<file path="src/rtl/hazard_pkg.sv">
// hazard_pkg
// Shared types and constants for the pipeline hazard/stall controller.
//   state_e        : controller state (RUN, MEM_WAIT)
//   REG_X0         : architectural zero register, never a real dependency
//   DEFAULT_CNT_W  : default width of the performance counters
//   load_use()     : load-use hazard detection between ID and EX
package hazard_pkg;

  typedef enum logic {
    RUN      = 1'b0,
    MEM_WAIT = 1'b1
  } state_e;

  localparam logic [4:0] REG_X0        = 5'd0;
  localparam int         DEFAULT_CNT_W = 32;

  // A load in EX whose destination is read by the instruction in ID cannot be
  // forwarded in time; x0 never carries a dependency.
  function automatic logic load_use(input logic       ex_mem_read,
                                    input logic [4:0] ex_rd,
                                    input logic [4:0] id_rs1,
                                    input logic [4:0] id_rs2,
                                    input logic       id_use_rs2);
    return ex_mem_read && (ex_rd != REG_X0) &&
           ((ex_rd == id_rs1) || (id_use_rs2 && (ex_rd == id_rs2)));
  endfunction

endpackage

</file>
<file path="src/rtl/hazard_stall_controller_sat_counter.sv">
// sat_counter
// Saturating up-counter with synchronous clear; clear has priority over
// increment and the count sticks at all-ones instead of wrapping.
//   clk   : clock, rising edge
//   rst   : asynchronous active-high reset (count -> 0)
//   inc   : increment request
//   clr   : synchronous clear
//   count : current count value
module sat_counter #(
  parameter int W = 8
) (
  input  logic         clk,
  input  logic         rst,
  input  logic         inc,
  input  logic         clr,
  output logic [W-1:0] count
);

  always_ff @(posedge clk or posedge rst) begin
    if (rst) begin
      count <= '0;
    end else if (clr) begin
      count <= '0;
    end else if (inc && (count != {W{1'b1}})) begin
      count <= count + 1'b1;
    end
  end

endmodule

</file>
<file path="src/rtl/hazard_stall_controller.sv">
// hazard_stall_controller
// Decides each cycle whether the 5-stage front end advances, stalls (load-use
// bubble), freezes (data-cache busy) or flushes (taken branch in ID). Control
// outputs are Mealy; state, counters and the timeout flag are registered.
//   clk_i, rst_i                      : clock, async active-high reset
//   IF_ID_RS1/RS2/UseRS2              : source operands of instruction in ID
//   ID_EX_MemRead, ID_EX_Rd           : load indication / rd of instruction in EX
//   Branch_Taken_i                    : ID-stage branch resolved taken
//   Mem_Stall_i                       : data cache busy
//   Cnt_Clr_i                         : clear counters and timeout flag
//   PC_Write_o, IF_ID_Write_o         : front-end register enables
//   IF_ID_Flush_o, ID_EX_Bubble_o     : NOP / bubble insertion
//   Pipe_Freeze_o                     : hold EX/MEM and MEM/WB
//   Mem_Timeout_o                     : sticky memory-timeout error
//   LoadUse_Cnt_o, MemWait_Cnt_o, Flush_Cnt_o : saturating perf counters
module hazard_stall_controller
  import hazard_pkg::*;
#(
  parameter int CNT_W       = DEFAULT_CNT_W,
  parameter int MEM_TIMEOUT = 1024
) (
  input  logic             clk_i,
  input  logic             rst_i,
  input  logic [4:0]       IF_ID_RS1,
  input  logic [4:0]       IF_ID_RS2,
  input  logic             IF_ID_UseRS2,
  input  logic             ID_EX_MemRead,
  input  logic [4:0]       ID_EX_Rd,
  input  logic             Branch_Taken_i,
  input  logic             Mem_Stall_i,
  input  logic             Cnt_Clr_i,
  output logic             PC_Write_o,
  output logic             IF_ID_Write_o,
  output logic             IF_ID_Flush_o,
  output logic             ID_EX_Bubble_o,
  output logic             Pipe_Freeze_o,
  output logic             Mem_Timeout_o,
  output logic [CNT_W-1:0] LoadUse_Cnt_o,
  output logic [CNT_W-1:0] MemWait_Cnt_o,
  output logic [CNT_W-1:0] Flush_Cnt_o
);

  localparam int              TMO_W    = $clog2(MEM_TIMEOUT + 1);
  localparam logic [TMO_W-1:0] TMO_LAST = TMO_W'(MEM_TIMEOUT - 1);

  state_e           state, next_state;
  logic             lu;
  logic             lu_inc, mw_inc, fl_inc;
  logic             tmo_inc, tmo_clr;
  logic [TMO_W-1:0] tmo_count;

  assign lu = load_use(ID_EX_MemRead, ID_EX_Rd, IF_ID_RS1, IF_ID_RS2, IF_ID_UseRS2);

  always_ff @(posedge clk_i or posedge rst_i) begin
    if (rst_i) begin
      state <= RUN;
    end else begin
      state <= next_state;
    end
  end

  // Once the cache releases, MEM_WAIT resolves exactly like RUN in the same
  // cycle, so the only state-dependent behaviour is timeout accounting.
  always_comb begin
    PC_Write_o     = 1'b1;
    IF_ID_Write_o  = 1'b1;
    IF_ID_Flush_o  = 1'b0;
    ID_EX_Bubble_o = 1'b0;
    Pipe_Freeze_o  = 1'b0;
    next_state     = state;
    lu_inc         = 1'b0;
    mw_inc         = 1'b0;
    fl_inc         = 1'b0;
    tmo_inc        = 1'b0;
    tmo_clr        = 1'b0;
    if (rst_i) begin
      PC_Write_o    = 1'b0;
      IF_ID_Write_o = 1'b0;
      Pipe_Freeze_o = 1'b1;
      next_state    = RUN;
    end else if (Mem_Stall_i) begin
      PC_Write_o    = 1'b0;
      IF_ID_Write_o = 1'b0;
      Pipe_Freeze_o = 1'b1;
      mw_inc        = 1'b1;
      tmo_inc       = (state == MEM_WAIT);
      next_state    = MEM_WAIT;
    end else begin
      next_state = RUN;
      tmo_clr    = 1'b1;
      // A branch is ignored under a load-use stall: its operands are not
      // ready yet, and it is re-evaluated once the bubble has been inserted.
      if (lu) begin
        PC_Write_o     = 1'b0;
        IF_ID_Write_o  = 1'b0;
        ID_EX_Bubble_o = 1'b1;
        lu_inc         = 1'b1;
      end else if (Branch_Taken_i) begin
        IF_ID_Flush_o = 1'b1;
        fl_inc        = 1'b1;
      end
    end
  end

  // The flag is raised on the cycle that brings the consecutive-wait count to
  // MEM_TIMEOUT, so it becomes visible as soon as that count is reached.
  always_ff @(posedge clk_i or posedge rst_i) begin
    if (rst_i) begin
      Mem_Timeout_o <= 1'b0;
    end else if (Cnt_Clr_i) begin
      Mem_Timeout_o <= 1'b0;
    end else if (tmo_inc && (tmo_count >= TMO_LAST)) begin
      Mem_Timeout_o <= 1'b1;
    end
  end

  sat_counter #(.W(CNT_W)) u_lu_cnt (
    .clk(clk_i), .rst(rst_i), .inc(lu_inc), .clr(Cnt_Clr_i), .count(LoadUse_Cnt_o)
  );

  sat_counter #(.W(CNT_W)) u_mw_cnt (
    .clk(clk_i), .rst(rst_i), .inc(mw_inc), .clr(Cnt_Clr_i), .count(MemWait_Cnt_o)
  );

  sat_counter #(.W(CNT_W)) u_fl_cnt (
    .clk(clk_i), .rst(rst_i), .inc(fl_inc), .clr(Cnt_Clr_i), .count(Flush_Cnt_o)
  );

  // Counts consecutive MEM_WAIT stall cycles; restarts on every return to RUN.
  sat_counter #(.W(TMO_W)) u_tmo_cnt (
    .clk(clk_i), .rst(rst_i), .inc(tmo_inc), .clr(tmo_clr), .count(tmo_count)
  );

endmodule

</file>
<file path="config.mk">
export PLATFORM = sky130hd
export DESIGN_NAME = hazard_stall_controller
export DESIGN_NICKNAME = d
export VERILOG_FILES = /design/src/rtl/hazard_pkg.sv /design/src/rtl/hazard_stall_controller_sat_counter.sv /design/src/rtl/hazard_stall_controller.sv
export SDC_FILE = /design/constraint.sdc
export NUM_CORES = 1
export LEC_CHECK = 0
export ABC_AREA = 0
export CAP_MARGIN = 40
export CORE_MARGIN = 2
export CORE_UTILIZATION = 50
export CTS_CLUSTER_DIAMETER = 30
export DETAILED_ROUTE_END_ITERATION = 7
export GPL_ROUTABILITY_DRIVEN = 0
export PLACE_DENSITY = 0.8
export SLEW_MARGIN = 30
export SYNTH_ARGS = -nofsm -noshare
export SYNTH_HDL_FRONTEND = slang
export SYNTH_HIERARCHICAL = 1
export SYNTH_SLANG_ARGS = --single-unit
</file>
<file path="constraint.sdc">
create_clock -name clk_i -period 2.55 [get_ports clk_i]
set_input_delay 0.255 -clock clk_i [delete_from_list [all_inputs] [get_ports clk_i]]
set_output_delay 0.255 -clock clk_i [all_outputs]
set_load 0.1 [all_outputs]
</file>
### Word level (Yosys, flattened, before mapping)

Cells that the tools add are included.

* bits in registers: 109
* latch bits: 0
* memory bits (writable): 0
* ROM bits: 0
* logic and storage cells: 59
* memories: 0

* add/subtract/negate cells: 4
* $mul: 0
* div/mod/pow operators: 0
* $lt $le $gt $ge: 1
* equal/unequal tests: 6
* shift operators: 0
* multiplexer cells: 27
* bitwise logic cells: 0
* reductions and logical operators: 15

Operators by type and width (number)
* 32-bit two-way mux: 6
* 32-bit by 1-bit adder with 32-bit output (second input constant): 3
* 32-bit inequality test (second input constant): 3
* 11-bit two-way mux: 2
* 1-bit two-way mux: 19
* 11-bit by 1-bit adder with 11-bit output (second input constant): 1
* 11-bit by 10-bit greater-or-equal comparator with 1-bit output (second input constant): 1
* 11-bit inequality test (second input constant): 1
* 5-bit equality test: 2
* 2-bit nonzero test: 5
* 1-bit logical AND: 8
* 5-bit nonzero test: 1
* 1-bit logical OR: 1

### Longest topological paths before layout

* word-level depth: 10
* depth in mapped cells: 10

### Hierarchy

The synthesis kept the hierarchy.

Modules (own cells, without submodules)
* sat_counter (u_fl_cnt ...): times used 3, cells each 186, area each 1740.4 um^2
* sat_counter (u_tmo_cnt): times used 1, cells each 77, area each 743.2 um^2
* hazard_stall_controller: times used 1, cells each 36, area each 266.5 um^2

### Worst setup path before layout

Ideal clock, no wire load.

* path kind: input to register
* start point: input port rst_i
* end point: register u_fl_cnt.count[19]
* data arrival time: 4357 ps
* path slack: -1885 ps
* stages on the path: 10
* cell sequence: or2_2 -> inv_1 -> nand2_1 -> a21oi_1 -> nand4_1 -> nor3_1 -> o311ai_1 -> buf_2 -> or4_1 -> a21oi_1

* cells in the longest elaborated chain, start to end: 3

Ends and longest elaborated chain
* start, declared: line hazard_stall_controller.sv:23 `input logic rst_i,`
* 1-bit two-way mux
* net IF_ID_Flush_o: line hazard_stall_controller.sv:34 `output logic IF_ID_Flush_o,`
* 1-bit logical AND: line hazard_stall_controller_sat_counter.sv:24 `end else if (inc && (count != {W{1'b1}})) begin`
* 2-bit nonzero test (no source line)
* end signal, assigned: line hazard_stall_controller_sat_counter.sv:25 `count <= count + 1'b1;`
* end, declared: line hazard_stall_controller_sat_counter.sv:16 `output logic [W-1:0] count`

The timed path passes the listed nets, and every way through them passes these cells.
A chain may end at the register's enable or synchronous reset.

### Final worst setup path

* start point: input port IF_ID_RS2[4]
* end point: register u_lu_cnt.count[7]

* cells in the longest elaborated chain, start to end: 9

Ends and longest elaborated chain
* start, declared: line hazard_stall_controller.sv:25 `input logic [4:0] IF_ID_RS2,`
* 5-bit equality test: line hazard_pkg.sv:25 `((ex_rd == id_rs1) || (id_use_rs2 && (ex_rd == id_rs2)));`
* 1-bit logical AND: line hazard_pkg.sv:25
* 1-bit logical OR: line hazard_pkg.sv:25
* 1-bit logical AND: line hazard_pkg.sv:24 `return ex_mem_read && (ex_rd != REG_X0) &&`
* 1-bit two-way mux: line hazard_stall_controller.sv:93 `if (lu) begin`
* 1-bit two-way mux: line hazard_stall_controller.sv:81 `end else if (Mem_Stall_i) begin`
* 1-bit two-way mux: line hazard_stall_controller.sv:76 `if (rst_i) begin`
* 1-bit logical AND: line hazard_stall_controller_sat_counter.sv:24
* 2-bit nonzero test (no source line)
* end signal, assigned: line hazard_stall_controller_sat_counter.sv:25
* end, declared: line hazard_stall_controller_sat_counter.sv:16

Every way passes these cells.

==> impl_metrics.yaml <==
outcome:
  status: "finished clean"
logic_synthesis:
  synth_nets: 697
  synthCells: 671
  ys_ff_latch: 109
  synth-warning-count: 6
  synth_flop_cell: "dfrtp_1"
  ys_async_sr_fraction_pct: 100
  synth.distinct_cells: 51
  synth.cell_area_mm2: 0.00623
  ys_seq_area_share_pct: 43.8
  synth.avg_cell_area_um2: 9.29
  synth_edf_count: 0
setup_path:
  max_stage_delay_ns: 0.50
  path_class: "input port to flip-flop"
  critPathBufInv: 5
  cp_max_fo: 6
  crit_chain: "clkdlybuf4s50_1, xnor2_1, nand4_1, o22ai_2, and3_4, nand4_1, buf_4, buf_4, buf_4, buf_4, or4_1, a21oi_1"
  cp-end-kind: "flip-flop"
  cpMaxStageDelayCell: "or4_1"
  critPathArrivalTime_ns: 2.80
  critical_path.most_common_cell: "buf_4"
  path_delay_family: "simple AND/OR/NAND/NOR gates"
  cp-start-kind: "input port"
  worstPathRequired_ns: 2.83
pwr:
  p_comb_share_pct: 7.6
  p_per_area_mw_per_mm2: 410
  swShare_pct: 23.9
  power_frac_seq_pct: 50.9
  p_int_mw: 2.61
  power_switching_mw: 0.820
  clockPowerShare_pct: 41.5
  ir_worst_vdd_mv: 0.362
  leakage_nw: 3.36
sta:
  fin_hold_ws_ns: 0.233
  relSlewSlack_pct: 46.8
  period_needed_ns: 2.52
  worst_slew_pin_slew_ns: 0.789
  setup-tns-final_ns: 0
  rsz0062_at_grt: "yes"
  fin_skew_ns: 0.00958
  slew_violations: 0
  setup_violations: 0
  finalHoldViolCount: 0
  finalCritPeriodShare_pct: 98.9
  max_freq_ghz: 0.396
layout:
  layout_commonest_cell: "buf_4"
  area_growth_pct: 34.6
  layout_common_cells: "buf_4 (160), a21oi_1 (80), dfrtp_2 (58), dfrtp_1 (47), o31ai_1 (41)"
  drive_gt1_share_pct: 35.3
  antenna_cells: 0
  fin_nets: 872
clocking:
  cts_tree: "built"
  clk_latency_ns: 0.36
  clkSinkCount: 109
  cts-buffers-inserted: 9
  cts_max_path_buffers: 2
  clkTransAtPathRegs_ns: 0.07
  cts_max_level: 3
  clockRootBuffer: "clkbuf_16"
  postCtsHoldBufs: 0
grt:
  grt_max_degree: 98
  grt_overflow: 0
  grt_pass1_vias: 6176
  grt_pass1_wl_mm: 28.9
  grt_util_all_layers_pct: 26.5
  antenna_found_initial: 0
drt:
  routedWlPerCell_um: 17.3
  first_pass_iters: 5
  drcViolationCount: 0
  final_antenna_net_count: 0
  vias_per_cell: 6.25
  vias: 6365
  wl_mm: 17.6
  first_iter_violations: 586
job:
  max_cap_violations: 0
floorplan:
  die_y_um: 116
  initial_core_util_pct: 51.4
  core-area_mm2: 0.0121
  dieWidth_um: 116
  dieArea_mm2: 0.0134
  io-pin-count: 124
  num_rows: 40
placed_design:
  numPortBuffers: 123
  dp_hpwl_mm: 11.9
worst_hold_path:
  hold_class: "input port to async pin"
## cell usage after synthesis (4+ instances only)
library cell	instances	area, um2
and3_1	10	62.6
buf_6	4	45.0
o21ai_0	38	190
o31a_1	4	35.0
nand2_1	40	150
nor4_1	11	68.8
ha_1	4	50.1
or3_1	37	231
nor3_1	6	30.0
nand4_2	4	50.1
a21oi_1	86	430
o31ai_1	45	338
nor2_1	22	82.6
clkbuf_1	12	45.0
and4_1	14	123
xnor2_1	16	140
buf_4	4	30.0
buf_2	4	20.0
inv_1	32	120
or4_1	43	323
nor2b_1	6	37.5
dfrtp_1	109	2730
nand3_1	35	175
and2_1	5	31.3
nand4_1	26	163
a211oi_1	4	30.0
## worst register-to-register path: cells and delay by family (launching register included)
family                 cells  cell delay [ns]
AND/OR/NAND/NOR            3             0.61
AO/OA/AOI/OAI              1             0.59
buffers and inverters      2             0.48
flip-flops                 1             0.43
multiplexers               1             0.21
## cell families (layout without fill, tap and decap cells)
logic type | after synthesis | count (layout) | synth area share [%]
AOI/OAI and AO/OA | 206 | 206 | 21.1
xor gates and xnor gates | 19 | 19 | 2.67
adders and majority gates | 4 | 4 | 0.803
buffers and inverters | 57 | 237 | 4.26
DFF | 109 | 109 | 43.8
muxes | 7 | 7 | 1.33
and+or+nand+nor | 269 | 269 | 26.0
## timing repair
action,in CTS,in global routing
pin swaps,11,10
resized for setup,14,24
setup endpoints to repair,35,26
cloned,1,0
buffers inserted,11,2
## flip-flops by register name (all words and copies together) (netlist names)
signal,count
Mem_Timeout_o,1
u_fl_cnt/count,32
u_tmo_cnt/count,11
u_mw_cnt/count,32
u_lu_cnt/count,32
state,1
## power groups by stage
stage	Sequential (mW)	Combinational (mW)	Clock, mW
3_3_place_gp	1.78	0.249	0
4_1_cts	1.75	0.262	1.46
3_5_place_dp	1.78	0.256	0
6_report	1.75	0.263	1.43
5_1_grt	1.75	0.284	1.52
2_1_floorplan	1.80	0.127	0
## per-stage QoR
step	std cells	power [mW]	setup WS (ns)	util, %	cell area (um2)
after floorplan	671	1.93	-0.556	-	6350
after detailed placement	989	2.04	-0.633	64.8	7850
after global routing	1019	3.56	-0.0853	69.2	8390
after global placement	988	2.03	-0.489	64.6	7830
after CTS	1017	3.47	0.0163	68.4	8280
final	1019	3.44	0.0274	69.2	8390
## area by class of cell
class	count	area [um2]
sequential	109	2820
clock inverter	4	47.5
clock buffer	12	246
fill	945	3730
multi-input combinational	505	3410
timing repair buffer	189	1540
tap	168	210
inverter	32	120
## metal layers
metal	routed length (um)	track usage [%]
met1	7440	33.6
met2	8980	45.2
met3	852	5.75
met4	314	8.97
met5	0	0
## worst paths after layout
kind / end / start / depth (start not counted) / slack, ns
max reg2reg: u_fl_cnt/count[1] / u_fl_cnt/count[24] / 7 / 0.11
min in group clk_i: u_fl_cnt/count[29] / Cnt_Clr_i / 3 / 0.44
min reg2reg: Mem_Timeout_o / Mem_Timeout_o / 2 / 0.52
max: u_lu_cnt/count[7] / IF_ID_RS2[4] / 12 / 0.03
min: state / rst_i / 3 / 0.23
max in group asynchronous: u_lu_cnt/count[24] / rst_i / 4 / 1.70
(Power assumes the default switching activity.)
